--- src/rtl/fir_pkg.sv ---
// Shared constants and types for the folded 28-tap FIR and its sample feeder.
package fir_pkg;

  localparam int unsigned FIR_WIDTH = 16;
  localparam int unsigned FIR_TAPS  = 28;
  localparam int unsigned FIR_FOLD  = FIR_TAPS + 1;

  typedef enum logic [0:0] {
    StIdle,
    StRun
  } feeder_state_e;

  // Counter width for a modulo-n counter, never narrower than one bit.
  function automatic int unsigned cnt_width(input int unsigned n);
    return (n > 1) ? $clog2(n) : 1;
  endfunction

endpackage

--- src/rtl/sync_fifo.sv ---
// Single-clock FIFO with synchronous reset, occupancy output and a combinational head read port.
module sync_fifo #(
  parameter int unsigned WIDTH = 16,
  parameter int unsigned DEPTH = 8
) (
  input  logic                     clk_i,
  input  logic                     rst_i,
  input  logic                     push_i,
  input  logic                     pop_i,
  input  logic [WIDTH-1:0]         wdata_i,
  output logic [WIDTH-1:0]         rdata_o,
  output logic                     full_o,
  output logic                     empty_o,
  output logic [$clog2(DEPTH):0]   level_o
);

  localparam int unsigned PtrW = $clog2(DEPTH);

  logic [WIDTH-1:0] mem_q [DEPTH];
  logic [PtrW-1:0]  wr_ptr_q, wr_ptr_d;
  logic [PtrW-1:0]  rd_ptr_q, rd_ptr_d;
  logic [PtrW:0]    level_q, level_d;
  logic             do_push, do_pop;

  assign full_o  = (level_q == (PtrW+1)'(DEPTH));
  assign empty_o = (level_q == '0);
  assign level_o = level_q;
  assign rdata_o = mem_q[rd_ptr_q];

  // A full FIFO refuses pushes even when a pop frees an entry in the same cycle.
  assign do_push = push_i && !full_o;
  assign do_pop  = pop_i && !empty_o;

  always_comb begin
    wr_ptr_d = wr_ptr_q;
    rd_ptr_d = rd_ptr_q;
    level_d  = level_q;
    if (do_push) begin
      wr_ptr_d = wr_ptr_q + 1'b1;
    end
    if (do_pop) begin
      rd_ptr_d = rd_ptr_q + 1'b1;
    end
    case ({do_push, do_pop})
      2'b10:   level_d = level_q + 1'b1;
      2'b01:   level_d = level_q - 1'b1;
      default: level_d = level_q;
    endcase
  end

  always_ff @(posedge clk_i) begin
    if (rst_i) begin
      wr_ptr_q <= '0;
      rd_ptr_q <= '0;
      level_q  <= '0;
    end else begin
      wr_ptr_q <= wr_ptr_d;
      rd_ptr_q <= rd_ptr_d;
      level_q  <= level_d;
    end
  end

  always_ff @(posedge clk_i) begin
    if (do_push) begin
      mem_q[wr_ptr_q] <= wdata_i;
    end
  end

endmodule

--- src/rtl/fir_sample_feeder.sv ---
// Buffers upstream samples and presents one per fold period on the folded FIR's din/en inputs.
module fir_sample_feeder
  import fir_pkg::*;
#(
  parameter int unsigned WIDTH = FIR_WIDTH,
  parameter int unsigned FOLD  = FIR_FOLD,
  parameter int unsigned DEPTH = 8
) (
  input  logic                     clk,
  input  logic                     rst,
  input  logic                     run,
  input  logic                     s_valid,
  output logic                     s_ready,
  input  logic [WIDTH-1:0]         s_data,
  output logic [WIDTH-1:0]         din,
  output logic                     en,
  output logic [$clog2(DEPTH):0]   fifo_level,
  output logic                     underrun,
  output logic [15:0]              sample_cnt
);

  localparam int unsigned SlotW = cnt_width(FOLD);

  feeder_state_e    state_q, state_d;
  logic [WIDTH-1:0] din_q, din_d;
  logic             en_q, en_d;
  logic             underrun_q, underrun_d;
  logic [SlotW-1:0] slot_q, slot_d;
  logic [15:0]      sample_cnt_q, sample_cnt_d;

  logic             fifo_pop;
  logic             fifo_full, fifo_empty;
  logic [WIDTH-1:0] fifo_rdata;

  sync_fifo #(
    .WIDTH (WIDTH),
    .DEPTH (DEPTH)
  ) u_fifo (
    .clk_i   (clk),
    .rst_i   (rst),
    .push_i  (s_valid),
    .pop_i   (fifo_pop),
    .wdata_i (s_data),
    .rdata_o (fifo_rdata),
    .full_o  (fifo_full),
    .empty_o (fifo_empty),
    .level_o (fifo_level)
  );

  assign s_ready = !fifo_full;

  always_comb begin
    state_d      = state_q;
    din_d        = din_q;
    en_d         = 1'b0;
    underrun_d   = 1'b0;
    slot_d       = slot_q;
    sample_cnt_d = sample_cnt_q;
    fifo_pop     = 1'b0;
    case (state_q)
      StIdle: begin
        if (run && !fifo_empty) begin
          fifo_pop     = 1'b1;
          din_d        = fifo_rdata;
          en_d         = 1'b1;
          slot_d       = '0;
          sample_cnt_d = sample_cnt_q + 16'd1;
          state_d      = StRun;
        end
      end
      StRun: begin
        en_d   = 1'b1;
        slot_d = slot_q + 1'b1;
        // run is only honoured on the last cycle of a slot so slots are never truncated.
        if (slot_q == SlotW'(FOLD - 1)) begin
          slot_d = '0;
          if (!run) begin
            en_d    = 1'b0;
            state_d = StIdle;
          end else if (!fifo_empty) begin
            fifo_pop     = 1'b1;
            din_d        = fifo_rdata;
            sample_cnt_d = sample_cnt_q + 16'd1;
          end else begin
            din_d        = '0;
            underrun_d   = 1'b1;
            sample_cnt_d = sample_cnt_q + 16'd1;
          end
        end
      end
      default: state_d = StIdle;
    endcase
  end

  always_ff @(posedge clk) begin
    if (rst) begin
      state_q      <= StIdle;
      din_q        <= '0;
      en_q         <= 1'b0;
      underrun_q   <= 1'b0;
      slot_q       <= '0;
      sample_cnt_q <= '0;
    end else begin
      state_q      <= state_d;
      din_q        <= din_d;
      en_q         <= en_d;
      underrun_q   <= underrun_d;
      slot_q       <= slot_d;
      sample_cnt_q <= sample_cnt_d;
    end
  end

  assign din        = din_q;
  assign en         = en_q;
  assign underrun   = underrun_q;
  assign sample_cnt = sample_cnt_q;

endmodule

--- config.mk ---
export PLATFORM = sky130hd
export DESIGN_NAME = fir_sample_feeder
export DESIGN_NICKNAME = d
export VERILOG_FILES = /design/src/rtl/fir_pkg.sv /design/src/rtl/sync_fifo.sv /design/src/rtl/fir_sample_feeder.sv
export SDC_FILE = /design/constraint.sdc
export NUM_CORES = 1
export LEC_CHECK = 0
export BUFFER_PORTS_ARGS = -buffer_cell sky130_fd_sc_hd__buf_2
export CORE_ASPECT_RATIO = 1.5
export CORE_MARGIN = 1.5
export CORE_UTILIZATION = 35
export DETAILED_ROUTE_END_ITERATION = 8
export GPL_TIMING_DRIVEN = 0
export SETUP_SLACK_MARGIN = 0.05
export SYNTH_ARGS = -nofsm -noshare
export SYNTH_HDL_FRONTEND = slang
export SYNTH_SLANG_ARGS = --single-unit
--- constraint.sdc ---
create_clock -name clk -period 4.2 [get_ports clk]
set_input_delay 0.63 -clock clk [delete_from_list [all_inputs] [get_ports clk]]
set_output_delay 0.63 -clock clk [all_outputs]
set_load 0.05 [all_outputs]
Word level (Yosys, flattened, before mapping)
Memory sizes are Yosys's and may differ from the RTL's. A register that Yosys moved wholly into a read port is not among the register bits.
Index checks and enable logic that the tools add are counted.
{ "op_classes": {"n_addsub": 6, "eq_ne": 7, "mux": 26, "bitwise": 3, "n_reduce_logical": 9} }
{ "ops": {"columns": ["cell", "count"], "rows": [
  ["2-to-1 mux 16 bit", 7],
  ["one-hot mux 16 bit (2 select lines)", 2],
  ["adder 16 x 1 -> 16 bit, second input constant", 1],
  ["2-to-1 mux 5 bit", 2],
  ["one-hot mux 5 bit (2 select lines)", 1],
  ["2-to-1 mux 1 bit", 9],
  ["one-hot mux 4 bit (2 select lines)", 1],
  ["adder 3 x 1 -> 3 bit, second input constant", 2],
  ["2-to-1 mux 3 bit", 2],
  ["adder 5 x 1 -> 5 bit, second input constant", 1],
  ["== test 5 bit, second input constant", 1],
  ["adder 4 x 1 -> 4 bit, second input constant", 1],
  ["== test 4 bit, second input constant", 1],
  ["zero test 4 bit", 1],
  ["!= test 2 bit, second input constant", 2],
  ["one-hot mux 1 bit (2 select lines)", 2],
  ["OR reduction 4 bit", 1],
  ["subtractor 4 x 1 -> 4 bit, second input constant", 1],
  ["logical AND 1 bit", 3],
  ["inverter 1 bit", 3],
  ["AND reduction 3 bit", 1],
  ["== test 2 x 1 -> 1 bit, second input constant", 1],
  ["== test 2 bit, second input constant", 1],
  ["zero test 1 bit", 2],
  ["other kinds (2)", 2]
]} }
{ "totals": {"ff_bits": 49, "ram_bits": 128, "inputBits": 20, "n_memories": 1} }
{ "memory_table": {"columns": ["memory", "depth", "width", "rd", "rd_clocked_by_memory_dff", "write_ports", "line", "rtl"], "rows": [
  ["u_fifo.mem_q", 8, 16, 1, 1, 1, "sync_fifo.sv:19", "logic [WIDTH-1:0] mem_q [DEPTH];"]
]} }

Depth between registers and ports, before layout
{ "logic_depth": {"word_depth": 8, "ltp_mapped": 11, "mapped_depth_nobuf": 11} }

Hierarchy
From an unflattened synthesis, not the netlist that was laid out.
{ "hier_totals": {"hier_cells": 457, "area_unflattened_um2": 7299.5} }
{ "modules_own_cells": {"columns": ["module", "n_inst", "cells_each", "area_each_um2"], "rows": [
  ["sync_fifo", 1, 259, 5515.3],
  ["fir_sample_feeder", 1, 198, 1784.2]
]} }

Least setup slack after synthesis
OpenSTA, ideal clock, no wires.
{ "synth_timing": {"kind": "register to register", "from": "register u_fifo.level_q[1] (netlist: u_fifo.level_o[1])", "to": "memory u_fifo.mem_q[0][0] (enable)", "t_arrival_ns": 3.408, "setup_slack_ns": 0.362, "path_stages_with_launch": 6, "path_buffers": 2, "synth_period_minus_slack_ns": 3.838, "cell_sequence": "dfxtp_1 -> buf_2 -> or4b_2 -> clkbuf_1 -> nand2_2 -> nor4_1"} }
{ "synth_via": {"elab_chain_len": 5} }
{ "synth_rtl": {"columns": ["item", "line", "rtl"], "rows": [
  ["start: declaration", "sync_fifo.sv:22", "logic [PtrW:0] level_q, level_d;"],
  ["start signal: assignment", "sync_fifo.sv:59", "level_q <= level_d;"],
  ["== test 4 bit", "sync_fifo.sv:25", "assign full_o = (level_q == (PtrW+1)'(DEPTH));"],
  ["zero test 1 bit", null, null],
  ["net s_ready", "fir_sample_feeder.sv:13", "output logic s_ready,"],
  ["logical AND 1 bit", "sync_fifo.sv:31", "assign do_push = push_i && !full_o;"],
  ["2-to-1 mux 1 bit", "sync_fifo.sv:64", "if (do_push) begin"],
  ["2-to-1 mux 1 bit (not written as such)", "sync_fifo.sv:65", "mem_q[wr_ptr_q] <= wdata_i;"],
  ["end: declaration", "sync_fifo.sv:19", null]
]} }
The timed path passes the listed nets, and every way through them passes these cells.

Final worst setup path
{ "layout_timing": {"from": "register u_fifo.level_q[1] (netlist: u_fifo.level_o[1])", "to": "register u_fifo.level_q[3] (netlist: u_fifo.level_o[3])"} }
{ "layout_via": {"elab_chain_len": 8, "word_cells_on_any_way": 18} }
{ "layout_rtl": {"columns": ["item", "line", "rtl"], "rows": [
  ["zero test 4 bit", "sync_fifo.sv:26", "assign empty_o = (level_q == '0);"],
  ["2-to-1 mux 1 bit / zero test 1 bit (equally long branches)", "fir_sample_feeder.sv:80, sync_fifo.sv:32, fir_sample_feeder.sv:62", null],
  ["2-to-1 mux 1 bit / logical AND 1 bit (equally long branches)", "fir_sample_feeder.sv:77, fir_sample_feeder.sv:62", null],
  ["2-to-1 mux 1 bit, on equally long branches", "fir_sample_feeder.sv:75, fir_sample_feeder.sv:62", null],
  ["one-hot mux 1 bit (2 select lines)", "fir_sample_feeder.sv:60", "case (state_q)"],
  ["logical AND 1 bit", "sync_fifo.sv:32", "assign do_pop = pop_i && !empty_o;"],
  ["== test 2 x 1 -> 1 bit / == test 2 bit (equally long branches)", "sync_fifo.sv:44", "case ({do_push, do_pop})"],
  ["one-hot mux 4 bit (2 select lines) / nonzero test 2 bit (equally long branches)", null, null]
]} }
Parallel ways exist; a longest one is shown, timed or not.
A chain may end at the register's enable or synchronous reset.

==> results.sh <==
export IMPL_crit_required_ns=4.51
export IMPL_viasPerCell=5.174
export IMPL_syn_instance_count=432
export IMPL_routed_wl_mm=15.27
export IMPL_dp_hpwl_mm=10.67
export IMPL_syn_avg_cell_area_sq_um=16.46
export IMPL_leakagePower_nw=2.862
export IMPL_path_max_fanout=9
export IMPL_end_kind="register"
export IMPL_vias=4098
export IMPL_cts_root_buf="clkbuf_16"
export IMPL_rows=63
export IMPL_synth_seq_cells=180
export IMPL_grt_usage_pct=15.06
export IMPL_clk_pin_slew_worst_paths_ns=0.07
export IMPL_ios=59
export IMPL_cts_setup_buffers=0
export IMPL_antennaDiodeCount=0
export IMPL_ys_seq_area_share_pct=68.68
export IMPL_cts_tree="built"
export IMPL_ir_worst_vdd_mv=0.2781
export IMPL_core_sq_um=19860
export IMPL_overflow=0
export IMPL_rr_worst_depth=10
export IMPL_dieWidth_um=119.4
export IMPL_worstSetupStartpoint="u_fifo.level_o[1]$_SDFFE_PP0P_"
export IMPL_status="complete, no violations"
export IMPL_finalHoldViolCount=0
export IMPL_synth_top_area_share_pct=54.05
export IMPL_cts_sinks=180
export IMPL_antenna_found_initial=1
export IMPL_final_cell_area_sq_um=8442
export IMPL_min_path_cells=1
export IMPL_max_clock_freq_ghz=0.3330
export IMPL_rsz0062_at_grt="no"
export IMPL_cts_htree_levels=4
export IMPL_r2r_end="u_fifo.level_o[3]$_SDFFE_PP0P_"
export IMPL_postCtsHoldBufs=0
export IMPL_area_growth_pct=18.70
export IMPL_wl_per_cell_um=19.28
export IMPL_yosysMostFrequentCell="edfxtp_1"
export IMPL_grt_pass1_vias=4222
export IMPL_clock_latency_ns=0.42
export IMPL_synth_area_leaders="edfxtp_1 54%, dfxtp_1 15%, mux4_2 10%"
export IMPL_report_final_slew_viol_count=0
export IMPL_power_density_nw_per_um2=559.3
export IMPL_ys_flop_type="edfxtp_1"
export IMPL_numCtsBuffers=17
export IMPL_fin_crit_sh_pct=71.49
export IMPL_drt_pre_antenna_iters=4
export IMPL_finalSetupViolCount=0
export IMPL_dieArea_sq_um=21200
export IMPL_r2r_slack_ns=1.20
export IMPL_synth_top_family_by_area="multiplexers"
export IMPL_drive_gt1_share_pct=32.14
export IMPL_ys_async_sr_fraction_pct=0
export IMPL_nets=547
export IMPL_worstSetupEndpoint="u_fifo.level_o[3]$_SDFFE_PP0P_"
export IMPL_io_buffers=58
export IMPL_place_gp_congestion=0.7685
export IMPL_cap_violations=0
export IMPL_synth_compound_area_share_pct=6.228
export IMPL_skew_ns=0.008011
export IMPL_synth_cell_area_sq_um=7112
export IMPL_start_kind="register"
export IMPL_synthAdderAreaFrac_pct=1.407
export IMPL_r2r_start="u_fifo.level_o[1]$_SDFFE_PP0P_"
export IMPL_grt_pass1_wl_mm=23.63
export IMPL_hold_slack_ns=0.4753
export IMPL_finalCriticalPeriod_ns=3.003
export IMPL_arrival_ns=3.32
export IMPL_fp_dieH_um=177.6
export IMPL_first_iter_violations=353
export IMPL_synth_xor_area_share_pct=0.9852
export IMPL_synth_edff_count=128
export IMPL_synth_top_cell_by_area="edfxtp_1"
export IMPL_worst_pin_slew_ns=0.9646
export IMPL_cts_buffer_depth=2
export IMPL_ys_warnings_count=0
export IMPL_yosys_top_cells_count="128 x edfxtp_1, 52 x dfxtp_1, 32 x mux4_2"
export IMPL_start_util_pct=35.80
export IMPL_criticalPathCategory="reg -> reg"
export IMPL_grt_max_degree=17
export IMPL_synthDistinctLibCells=51
export IMPL_synthMuxAreaShare_pct=13.42
export IMPL_hold_path_class="reg -> reg"
export IMPL_cts_resized=0
export IMPL_utilization_pct=42.50
export IMPL_slew_limit_headroom_pct=35.34
export IMPL_syn_nets=460
export IMPL_ant_nets=0
export IMPL_post_route_drc_count=0
export IMPL_place_area_sq_um=7881
export IMPL_synthSimpleGateAreaFrac_pct=7.565
-- how the worst min path moves through the flow --
| stage | startpoint | to | slack, ns |
|---|---|---|---|
| 2_1_floorplan | u_fifo.rd_ptr_q[1]$_SDFFE_PP0P_ | register | 0.47 |
| 3_3_place_gp | din[14]$_SDFFE_PP0P_ | din[14]$_SDFFE_PP0P_ | 0.46 |
| 3_5_place_dp | din[11]$_SDFFE_PP0P_ | din[11]$_SDFFE_PP0P_ | 0.46 |
| 4_1_cts | s_data[4] | u_fifo.mem_q[5][4]$_DFFE_PP_ | 0.46 |
| 5_1_grt | s_data[15] | u_fifo.mem_q[6][15]$_DFFE_PP_ | 0.47 |
| 6_report | din[14]$_SDFFE_PP0P_ | din[14]$_SDFFE_PP0P_ | 0.48 |
-- cells by family (layout without fill, tap and decap cells) --
group                      after synthesis  after routing
DFF                                    180            180
muxes                                   53             53
and+or+nand+nor                         94             94
AOI/OAI and AO/OA                       62             62
adders and majority gates                8              8
buffers and inverters                   27            127
xor gates and xnor gates                 8              8
-- cell type report --
cell class / count / area, sq um
timing repair buffer: 68 / 410.4
tap: 260 / 325.3
buffer: 22 / 102.6
inverter: 5 / 18.77
fill: 1807 / 11420
multi-input combinational: 225 / 2140
sequential: 180 / 4885
clock buffer: 19 / 432.9
clock inverter: 13 / 127.6
-- metal layers --
metal | up-vias | GRT usage [%] | routed length (um)
met1 | 2083 | 16.84 | 6085
met3 | 13 | 3.406 | 620
met2 | 102 | 28.56 | 8437
met4 | 2 | 4.167 | 116
met5 | - | 0 | 13
li1 | 1898 | - | -
-- critical path: stages (launching register included) --
cell	delay, ns
dfxtp_1	0.31
buf_2	0.17
or4b_2	0.65
clkbuf_1	0.18
nand2_2	0.21
ha_1	0.26
clkbuf_1	0.18
nor4b_1	0.33
o21ai_0	0.12
o31ai_1	0.10
mux2_2	0.37
-- through the flow --
stage / worst slack [ns] / power, mW / TNS (ns) / instances
3_5_place_dp: 1.198 / 3.275 / 0 / 760
4_1_cts: 1.183 / 4.773 / 0 / 792
5_1_grt: 1.051 / 4.922 / 0 / 792
3_3_place_gp: -0.5972 / 3.232 / -9.523 / 750
6_report: 1.197 / 4.721 / 0 / 792
2_1_floorplan: 0.3622 / 2.969 / 0 / 432
-- registers in the layout (all words and copies together), names as in the netlist, named ones only --
name             count
din                 16
en                   1
sample_cnt          16
slot_q               5
u_fifo.level_o       4
u_fifo.mem_q       128
u_fifo.rd_ptr_q      3
u_fifo.wr_ptr_q      3
underrun             1
-- cells in the final DEF (no fill, tap or decap), types with 3 or more instances in the layout --
master        n
nand3_1      11
buf_2        62
xor2_1        5
nor2b_1       5
buf_1         5
clkbuf_1     12
nor2_1       14
nor2_2        4
o31ai_1       8
dfxtp_1      52
clkbuf_16    17
nand4_1       5
nor3_2        5
buf_6         5
buf_8         4
ha_1          8
mux4_2       32
a22o_1       16
inv_1         4
or4_1         7
and3_1        3
nand2b_1      4
a21oi_1      21
clkinvlp_4    3
nand2_1      15
xnor2_1       3
mux2_2       19
buf_4         4
edfxtp_1    128
clkinv_4      3
o21ai_0       6
or3_1         5
-- power by group --
group | internal, mW | switching (mW)
registers | 2.05 | 0.0968
logic | 0.389 | 0.687
clock network | 0.827 | 0.671
(Power assumes the default switching activity.)
